<file path="config.mk">
export PLATFORM = sky130hd
export DESIGN_NAME = tms5200_kmult
export DESIGN_NICKNAME = d
export VERILOG_FILES = /design/src/rtl/tms5200_kmult.sv
export SDC_FILE = /design/constraint.sdc
export NUM_CORES = 1
export LEC_CHECK = 0
export CORE_ASPECT_RATIO = 1.1
export CORE_MARGIN = 2
export CORE_UTILIZATION = 35
export CTS_CLUSTER_DIAMETER = 200
export CTS_CLUSTER_SIZE = 16
export DETAILED_ROUTE_END_ITERATION = 10
export HOLD_SLACK_MARGIN = 0.1
export SLEW_MARGIN = 20
export SYNTH_ARGS = -nofsm -noshare
export SYNTH_HDL_FRONTEND = slang
export SYNTH_SLANG_ARGS = --single-unit
export TNS_END_PERCENT = 20
</file>
<file path="constraint.sdc">
create_clock -name clk -period 10.2 [get_ports clk]
set_clock_uncertainty 0.2 [all_clocks]
set_input_delay 1.02 -clock clk [delete_from_list [all_inputs] [get_ports clk]]
set_output_delay 1.02 -clock clk [all_outputs]
set_load 0.01 [all_outputs]
</file>
<file path="src/rtl/tms5200_kmult.sv">
// ============================================================================
// Module  : tms5200_kmult
// Brief   : 5-stage skewed radix-4 Booth digit multiplier producing K*Y for
//           the lattice filter, with arithmetic shift and output saturation.
// Revision: 1.0 - initial release
// ============================================================================
`default_nettype none

module tms5200_kmult #(
    parameter int YW        = 14,
    parameter int OUT_SHIFT = 9
) (
    input  logic              clk,
    input  logic              reset_n,
    input  logic              clk_en,
    input  logic              in_valid,
    input  logic [YW-1:0]     yin,
    input  logic [4:0]        p1_stage,
    input  logic [4:0]        m1_stage,
    input  logic [3:0]        p2_stage,
    input  logic [4:0]        m2_stage,
    output logic [YW-1:0]     prod,
    output logic [YW+9:0]     prod_full,
    output logic              out_valid,
    output logic              sat
);

    localparam int AW = YW + 10;
    localparam logic signed [AW-1:0] SAT_MAX = AW'((2 ** (YW - 1)) - 1);
    localparam logic signed [AW-1:0] SAT_MIN = ~SAT_MAX;

    // Selects are summed rather than decoded so illegal combinations stay deterministic.
    function automatic logic signed [3:0] digit(input logic p1, input logic m1,
                                                input logic p2, input logic m2);
        return $signed({3'b000, p1}) - $signed({3'b000, m1})
             + $signed({2'b00, p2, 1'b0}) - $signed({2'b00, m2, 1'b0});
    endfunction

    function automatic logic signed [AW-1:0] sext_d(input logic signed [3:0] d);
        return {{(AW-4){d[3]}}, d};
    endfunction

    function automatic logic signed [AW-1:0] sext_y(input logic [YW-1:0] y);
        return {{(AW-YW){y[YW-1]}}, y};
    endfunction

    logic signed [3:0]    dig0, dig1, dig2, dig3, dig4;
    logic signed [AW-1:0] shifted;

    logic signed [AW-1:0] acc_a_q, acc_a_d, acc_b_q, acc_b_d;
    logic signed [AW-1:0] acc_c_q, acc_c_d, acc_d_q, acc_d_d;
    logic [YW-1:0]        y_a_q, y_a_d, y_b_q, y_b_d, y_c_q, y_c_d;
    logic                 v_a_q, v_a_d, v_b_q, v_b_d, v_c_q, v_c_d, v_d_q, v_d_d;
    logic [YW-1:0]        prod_q, prod_d;
    logic [AW-1:0]        prod_full_q, prod_full_d;
    logic                 out_valid_q, out_valid_d;
    logic                 sat_q, sat_d;

    always_comb begin
        dig0 = digit(p1_stage[0], m1_stage[0], 1'b0,        m2_stage[0]);
        dig1 = digit(p1_stage[1], m1_stage[1], p2_stage[0], m2_stage[1]);
        dig2 = digit(p1_stage[2], m1_stage[2], p2_stage[1], m2_stage[2]);
        dig3 = digit(p1_stage[3], m1_stage[3], p2_stage[2], m2_stage[3]);
        dig4 = digit(p1_stage[4], m1_stage[4], p2_stage[3], m2_stage[4]);

        // Each stage folds in the digit that the K stack presents on this tick.
        acc_a_d = (sext_d(dig0) + (sext_d(dig1) <<< 2)) * sext_y(yin);
        acc_b_d = acc_a_q + ((sext_d(dig2) * sext_y(y_a_q)) <<< 4);
        acc_c_d = acc_b_q + ((sext_d(dig3) * sext_y(y_b_q)) <<< 6);
        acc_d_d = acc_c_q + ((sext_d(dig4) * sext_y(y_c_q)) <<< 8);

        y_a_d = yin;
        y_b_d = y_a_q;
        y_c_d = y_b_q;
        v_a_d = in_valid;
        v_b_d = v_a_q;
        v_c_d = v_b_q;
        v_d_d = v_c_q;

        shifted     = acc_d_q >>> OUT_SHIFT;
        prod_full_d = acc_d_q;
        out_valid_d = v_d_q;
        if (shifted > SAT_MAX) begin
            prod_d = {1'b0, {(YW-1){1'b1}}};
            sat_d  = 1'b1;
        end else if (shifted < SAT_MIN) begin
            prod_d = {1'b1, {(YW-1){1'b0}}};
            sat_d  = 1'b1;
        end else begin
            prod_d = shifted[YW-1:0];
            sat_d  = 1'b0;
        end
    end

    always_ff @(posedge clk or negedge reset_n) begin
        if (!reset_n) begin
            acc_a_q     <= '0;
            acc_b_q     <= '0;
            acc_c_q     <= '0;
            acc_d_q     <= '0;
            y_a_q       <= '0;
            y_b_q       <= '0;
            y_c_q       <= '0;
            v_a_q       <= 1'b0;
            v_b_q       <= 1'b0;
            v_c_q       <= 1'b0;
            v_d_q       <= 1'b0;
            prod_q      <= '0;
            prod_full_q <= '0;
            out_valid_q <= 1'b0;
            sat_q       <= 1'b0;
        end else if (clk_en) begin
            acc_a_q     <= acc_a_d;
            acc_b_q     <= acc_b_d;
            acc_c_q     <= acc_c_d;
            acc_d_q     <= acc_d_d;
            y_a_q       <= y_a_d;
            y_b_q       <= y_b_d;
            y_c_q       <= y_c_d;
            v_a_q       <= v_a_d;
            v_b_q       <= v_b_d;
            v_c_q       <= v_c_d;
            v_d_q       <= v_d_d;
            prod_q      <= prod_d;
            prod_full_q <= prod_full_d;
            out_valid_q <= out_valid_d;
            sat_q       <= sat_d;
        end
    end

    assign prod      = prod_q;
    assign prod_full = prod_full_q;
    assign out_valid = out_valid_q;
    assign sat       = sat_q;

endmodule

`default_nettype wire
</file>
==> results of run 1 <==
area by class of cell:
| type | count | area share (%) |
|---|---|---|
| multi-input cells | 1378 | 62.42 |
| inverters | 253 | 4.592 |
| clock buffers | 18 | 2.075 |
| flip-flops and latches | 179 | 21.66 |
| clock inverters | 14 | 0.8954 |
| well taps | 675 | 4.084 |
| repair buffers | 89 | 4.271 |
worst max-delay path, cell delays in order:
cell	delay, ps
clkdlybuf4s50_1	460
ha_1	170
inv_1	60
fa_1	470
inv_1	40
ha_1	270
inv_1	40
ha_1	310
a21oi_1	250
o21bai_1	110
a21oi_1	180
xnor2_1	130
buf_4	240
nor2_1	90
fa_1	560
inv_1	60
fa_1	500
fa_1	510
fa_1	540
inv_1	40
ha_1	350
and2_1	200
a221o_1	320
a21o_1	220
a221oi_1	320
nand3_1	170
and3_1	220
o31ai_1	210
cells in the final DEF, fill, tap and decap left out, types with 15 or more instances in the layout:
cell type	n
o21bai_1	17
nand2b_1	49
clkdlybuf4s50_1	74
ha_1	195
nor2b_1	75
inv_1	252
nand3_1	15
a21oi_1	77
xor2_1	24
a31oi_1	15
clkbuf_16	17
nand2_1	122
dfrtp_1	179
mux2_2	142
xnor2_1	75
nor2_1	75
and2_1	71
o21ai_0	32
fa_1	172
nor3_1	17
a21o_1	31
metrics by stage:
step                      cells  utilization [%]  setup slack (ps)  instance area (um^2)  hold WS (ps)
after floorplan            1860                -              2504                 18530         258.1
after global placement     2573            38.24              1977                 20040         287.2
after detailed placement   2573            38.24              1847                 20040         292.8
after CTS                  2605            39.41              2299                 20650         310.4
after global routing       2606            39.46              1845                 20680         320.9
final                      2606            39.46              2301                 20680         305.3
logic make-up (layout without fill, tap and decap cells):
kind of cell / after synthesis / after routing / share of synthesized area [%]
AOI/OAI and AO/OA: 277 / 277 / 10.30
xor gates and xnor gates: 99 / 99 / 4.678
adders and majority gates: 380 / 380 / 32.44
buffers and inverters: 303 / 374 / 6.177
DFF: 179 / 179 / 24.17
muxes: 146 / 146 / 8.844
and+or+nand+nor: 476 / 476 / 13.39
cells in the mapped netlist, drive strengths merged, types with 9 or more instances:
master	count	area, um^2
o31ai	12	90.09
o21ai	32	160.2
a21o	31	232.7
ha	195	2440
maj3	13	130.1
nand2b	49	306.5
xor2	24	210.2
nor2b	75	469.2
a211oi	13	97.59
clkbuf	46	172.7
dfrtp	179	4479
xnor2	75	656.9
nor2	75	281.5
and2	71	444.2
inv	252	945.9
o211ai	9	67.56
o21a	13	97.59
a21oi	77	385.4
o21bai	17	127.6
nand3	15	75.07
nand2	122	457.9
a31oi	15	93.84
mux2	142	1599
nor3	17	85.08
fa	172	3443
final timing paths:
check,start,to,slack [ps],cells past startpoint
max,m1_stage[1],acc_a_q[19],2300,28
min,acc_b_q[0],acc_c_q[0],310,1
max reg2reg,y_a_q[0],acc_b_q[21],4200,21
min reg2reg,acc_b_q[0],acc_c_q[0],310,1
max in group asynchronous,reset_n,acc_b_q[9],8100,3
min in group asynchronous,reset_n,v_c_q,440,1
registers in the layout, indices dropped and copies added (netlist names):
name         flops
prod_full       24
v_b_q            1
v_c_q            1
y_c_q           14
acc_b_q         24
y_b_q           14
out_valid        1
out_valid_d      1
y_a_q           14
prod            14
acc_c_q         24
acc_a_q         21
v_a_q            1
acc_d_q         24
sat              1
routing by layer:
metal	part of all wire, %	GRT usage (%)	wire (um)
met5	0	0	0
met4	2.2	4.000	843
met3	1.8	1.589	702
met2	52	28.08	20480
met1	44	17.63	17000
==> impl_results.md, run 1 <==
- CTS resizes: 0
- I/O Buffers: 76
- Outcome: finished, final reports clean
- Die area: about 0.055 mm^2
- Crit path arrival time: slightly above 8000 ps
- Fmax: about 130 MHz
- Routed len/inst: about 15 um
- GRT Total Usage: around 15%
- Die X: 223.4 um
- Clock Path Buffers: 2
- Crit start category: input port
- Crit share post-route: 77.44%
- Vias per inst: slightly above 5
- TritonRoute pass-1 iters: 5
- Setup TNS: 0 ps
- Critical path endpoint category: flop
- FILL cells: approximately 5200
- Fraction of registers with async set/reset: 100.0%
- ANT cells: 0
- CTS buffer count: 17
- # Max-Cap Violations: 0
- Area grow syn2layout: 11.58%
- Post-DP HPWL: between 30000 and 40000 um
- Final net count: ~2300
- Sequential share of the synthesized area: 24.17%
- Count of pins over their slew limit: 0
- IO Count: 77
- Multi-input combinational cell area: 0.01291 mm^2
- CTS Hold Bufs: 0
- Clock-pin slew on the worst setup and hold paths: ~80 ps
- Via count: 13100
- Htree depth: 4
- Post-CTS setup buffer count: 0
- Post-Syn Area: approximately 0.019 mm^2
- Rows: 88
- Root Buffer: clkbuf_16
- Crit path kind: in2reg
- Post-route ant nets: 0
- #FFs+latches synth: roughly 180
- Slew Limit Headroom: between 30% and 40%
- Final Hold Vio Count: 0
- RePlAce Congestion: ~0.83
- Vias in the first global route: roughly 14000
- Syn Nets: 2264
- Worst Path Required: a little over 10000 ps
- Total number of yosys warnings: 0
- Die height: ~250 um
- Share of layout cells above drive strength 1: around a tenth
- Initial antenna violation count: 0
- Core area: between 0.05 and 0.06 mm^2
- Final wirelength: between 30000 and 40000 um
- Primary FF master, synth: dfrtp_1
- Mean post-synth cell area: ~10 um^2
- Sequential Area: between 0.004 and 0.005 mm^2
- Post-synth EDFFs: 0
- Hold WC Path Type: reg2reg
- Largest net degree at the start of global routing: 102
- First-pass GRT wire length: between 60000 and 70000 um
- CP Max Fanout: 15
- DRC Markers: 0
- Synth cell types: between 60 and 70
- Cells after Synth: about 1900
- CTS tree: yes
- Initial Utilization: 35.36%
- Post-layout min period: just under 8000 ps
- Slew @ Worst Pin: between 900 and 1000 ps
- Congestion Overflow GR: 0
- Unrepaired setup endpoints after global routing: no
- Worst-Skew Late Latency: 440 ps
- Final setup fails: 0
- Sink Count: between 150 and 200
- DRT iter0 DRCs: around 430
Power of run 1 is not shown: default switching activity piles up to over one toggle a cycle in this logic, so the estimate is an artifact.
==> inputs of run 2 (changes only) <==
==> constraint.sdc (replaced) <==
create_clock -name clk -period 7.7 [get_ports clk]
set_clock_uncertainty 0.2 [all_clocks]
set_input_delay 0.77 -clock clk [delete_from_list [all_inputs] [get_ports clk]]
set_output_delay 0.77 -clock clk [all_outputs]
set_load 0.01 [all_outputs]
==> impl_results.md, run 2 (synthesized netlist as in run 1, its figures left out) <==
- Reg2reg start: y_a_q[0]
- GRT Total Usage: 15.63% (+0.83 points)
- Reg-to-reg critical path endpoint: acc_b_q[21]
- Count of pins over their slew limit: 0 (unchanged)
- Commonest non-fill, non-tap cell in the layout: inv_1
- Slew Limit Headroom: 37.24% (+0.38 points)
- Worst-Skew Late Latency: 450 ps (about the same)
- Final net count: 2355 (+1.4%)
- Final wirelength: 41040 um (+5.2%)
- Post-layout min period: roughly 7300 ps
- Crit path arrival time: 7460 ps (-590 ps)
- Setup TNS: 0 ps (unchanged)
- Critical path endpoint category: flop
- Largest net degree at the start of global routing: 81 (-21%)
- Sink Count: 179 (unchanged)
- CP max stage cell: o41ai_1
- Die X: 223.4 um (unchanged)
- Final setup fails: 0 (unchanged)
- Routed len/inst: 15.56 um (+3.9%)
- Area grow syn2layout: 12.68%
- Vias in the first global route: 14240 (+1.3%)
- R2r setup slk: 1560 ps (-2640 ps)
- Slew @ Worst Pin: 941.5 ps (-2.533 ps)
- Post-CTS setup buffer count: 0 (unchanged)
- Root Buffer: clkbuf_16
- Largest stage delay, worst path: 750 ps (+190 ps)
- Congestion Overflow GR: 0 (unchanged)
- Fmax: ~140 MHz
- Clock Path Buffers: 2 (unchanged)
- I/O Buffers: 76 (unchanged)
- DRT iter0 DRCs: 631 (+45%)
- TritonRoute pass-1 iters: 4 (-1)
- Crit share post-route: between 90% and 100%
- Initial Utilization: 35.36% (unchanged)
- Dpl cell area: 0.02029 mm^2 (+1.3%)
- Via count: 13250 (+1.1%)
- Clock-pin slew on the worst setup and hold paths: 70 ps (about the same)
- CTS Hold Bufs: 0 (unchanged)
- RePlAce Congestion: 0.8861 (+6.4%)
- Initial antenna violation count: 0 (unchanged)
- Die area: 0.05481 mm^2 (unchanged)
- Final Hold Vio Count: 0 (unchanged)
- Share of layout cells above drive strength 1: 12.23% (+1.7 points)
- R2R cell count: 21 (unchanged)
- Worst Path Required: 7830 ps (-2520 ps)
- Hold WC Path Type: in2async
- First-pass GRT wire length: 69990 um (+4.0%)
- Post-route ant nets: 0 (unchanged)
- # Max-Cap Violations: 0 (unchanged)
- Finished Cell Area: 0.02088 mm^2 (+0.98%)
- DRC Markers: 0 (unchanged)
- Htree depth: 4 (unchanged)
- Most used cell, CP: fa_1
- CP cell instances: clkdlybuf4s50_1 > ha_1 > inv_1 > fa_1 > inv_1 > ha_1 > inv_1 > ha_1 > a21oi_1 > o21bai_1 > a21oi_2 > xnor2_2 > buf_4 > or2_2 > fa_1 > fa_1 > fa_1 > fa_1 > inv_1 > ha_1 > o41ai_1 > o41a_1 > o211ai_1 > a211o_1
- CP Max Fanout: 5 (-10)
- CTS buffer count: 17 (unchanged)
- Crit path kind: in2reg
- Vias per inst: 5.022 (-0.12%)
- Rows: 88 (unchanged)
- Core area: 0.05241 mm^2 (unchanged)
- Crit start category: input port
- Outcome: finished, final reports clean
- ANT cells: 0 (unchanged)
- Post-DP HPWL: 33580 um (+6.3%)
- Die height: 245.4 um (unchanged)
- Commonest non-fill, non-tap cells in the layout: inv_1, ha_1, dfrtp_1
- IO Count: 77 (unchanged)
- CTS tree: yes
run 2: final cells by class:
class	count	area [um^2]
Clock buffer	17	425.4
Sequential cell	179	4479
Timing Repair Buffer	122	1111
Tap cell	675	844.6
Inverter	253	949.7
Fill cell	5155	31530
Multi-Input combinational cell	1378	12930
Clock inverter	14	146.4
run 2: worst max path at each step:
stage / slack, ps / cells past startpoint / start / to
floorplan: 250 / 28 / p1_stage[1] / acc_a_q[17]
global placement: 10 / 29 / p1_stage[1] / acc_a_q[19]
detailed placement: -160 / 27 / m1_stage[1] / acc_a_q[22]
CTS: 310 / 27 / m1_stage[1] / acc_a_q[19]
global route: -6 / 28 / p1_stage[1] / acc_a_q[19]
finish: 370 / 24 / m1_stage[1] / acc_a_q[22]
run 2: metal layers:
metal,global-route usage (%),vias to the layer above,share of wire (%)
li1,-,6403,-
met1,18.81,6637,43
met2,29.09,157,52
met3,1.733,52,2.2
met4,4.882,0,2.4
met5,0,-,0
run 2: worst max-delay path: cells and delay by family:
kind / cells / cell delay, ps
AOI/OAI and AO/OA: 7 / 1950
buffers and inverters: 6 / 810
adders and majority gates: 9 / 3520
and+or+nand+nor: 1 / 280
xor gates and xnor gates: 1 / 120
run 2: timing repair:
item                                    in CTS  in global routing
endpoints found under the setup margin       0                  5
resized for setup                            0                  3
hold endpoints to repair                     0                  0
run 2: metrics by stage:
| step | cells | utilization [%] | worst slack, ps | hold WS (ps) |
|---|---|---|---|---|
| finish | 2638 | 39.85 | 369.6 | 138.0 |
| CTS | 2638 | 39.81 | 311.9 | 155.9 |
| global route | 2638 | 39.85 | -6.428 | 190.4 |
| global placement | 2607 | 38.72 | 14.56 | 285.0 |
| floorplan | 1860 | - | 254.0 | 258.1 |
| detailed placement | 2607 | 38.72 | -164.3 | 290.6 |
Power of run 2 is left out for the same reason.
==> inputs of run 3 (changes only) <==
--- a/config.mk
+++ b/config.mk
@@ -5,13 +5,16 @@
 export SDC_FILE = /design/constraint.sdc
 export NUM_CORES = 1
 export LEC_CHECK = 0
+export ABC_CLOCK_PERIOD_IN_PS = 7700
 export CORE_ASPECT_RATIO = 1.1
 export CORE_MARGIN = 2
 export CORE_UTILIZATION = 35
+export CTS_BUF_LIST = sky130_fd_sc_hd__clkbuf_16
 export CTS_CLUSTER_DIAMETER = 200
 export CTS_CLUSTER_SIZE = 16
 export DETAILED_ROUTE_END_ITERATION = 10
 export HOLD_SLACK_MARGIN = 0.1
+export SKIP_LAST_GASP = 1
 export SLEW_MARGIN = 20
 export SYNTH_ARGS = -nofsm -noshare
 export SYNTH_HDL_FRONTEND = slang
==> results of run 3 <==
The final DEF is identical to that of run 2; final timing and power are the same.
Power of run 3 is left out for the same reason.
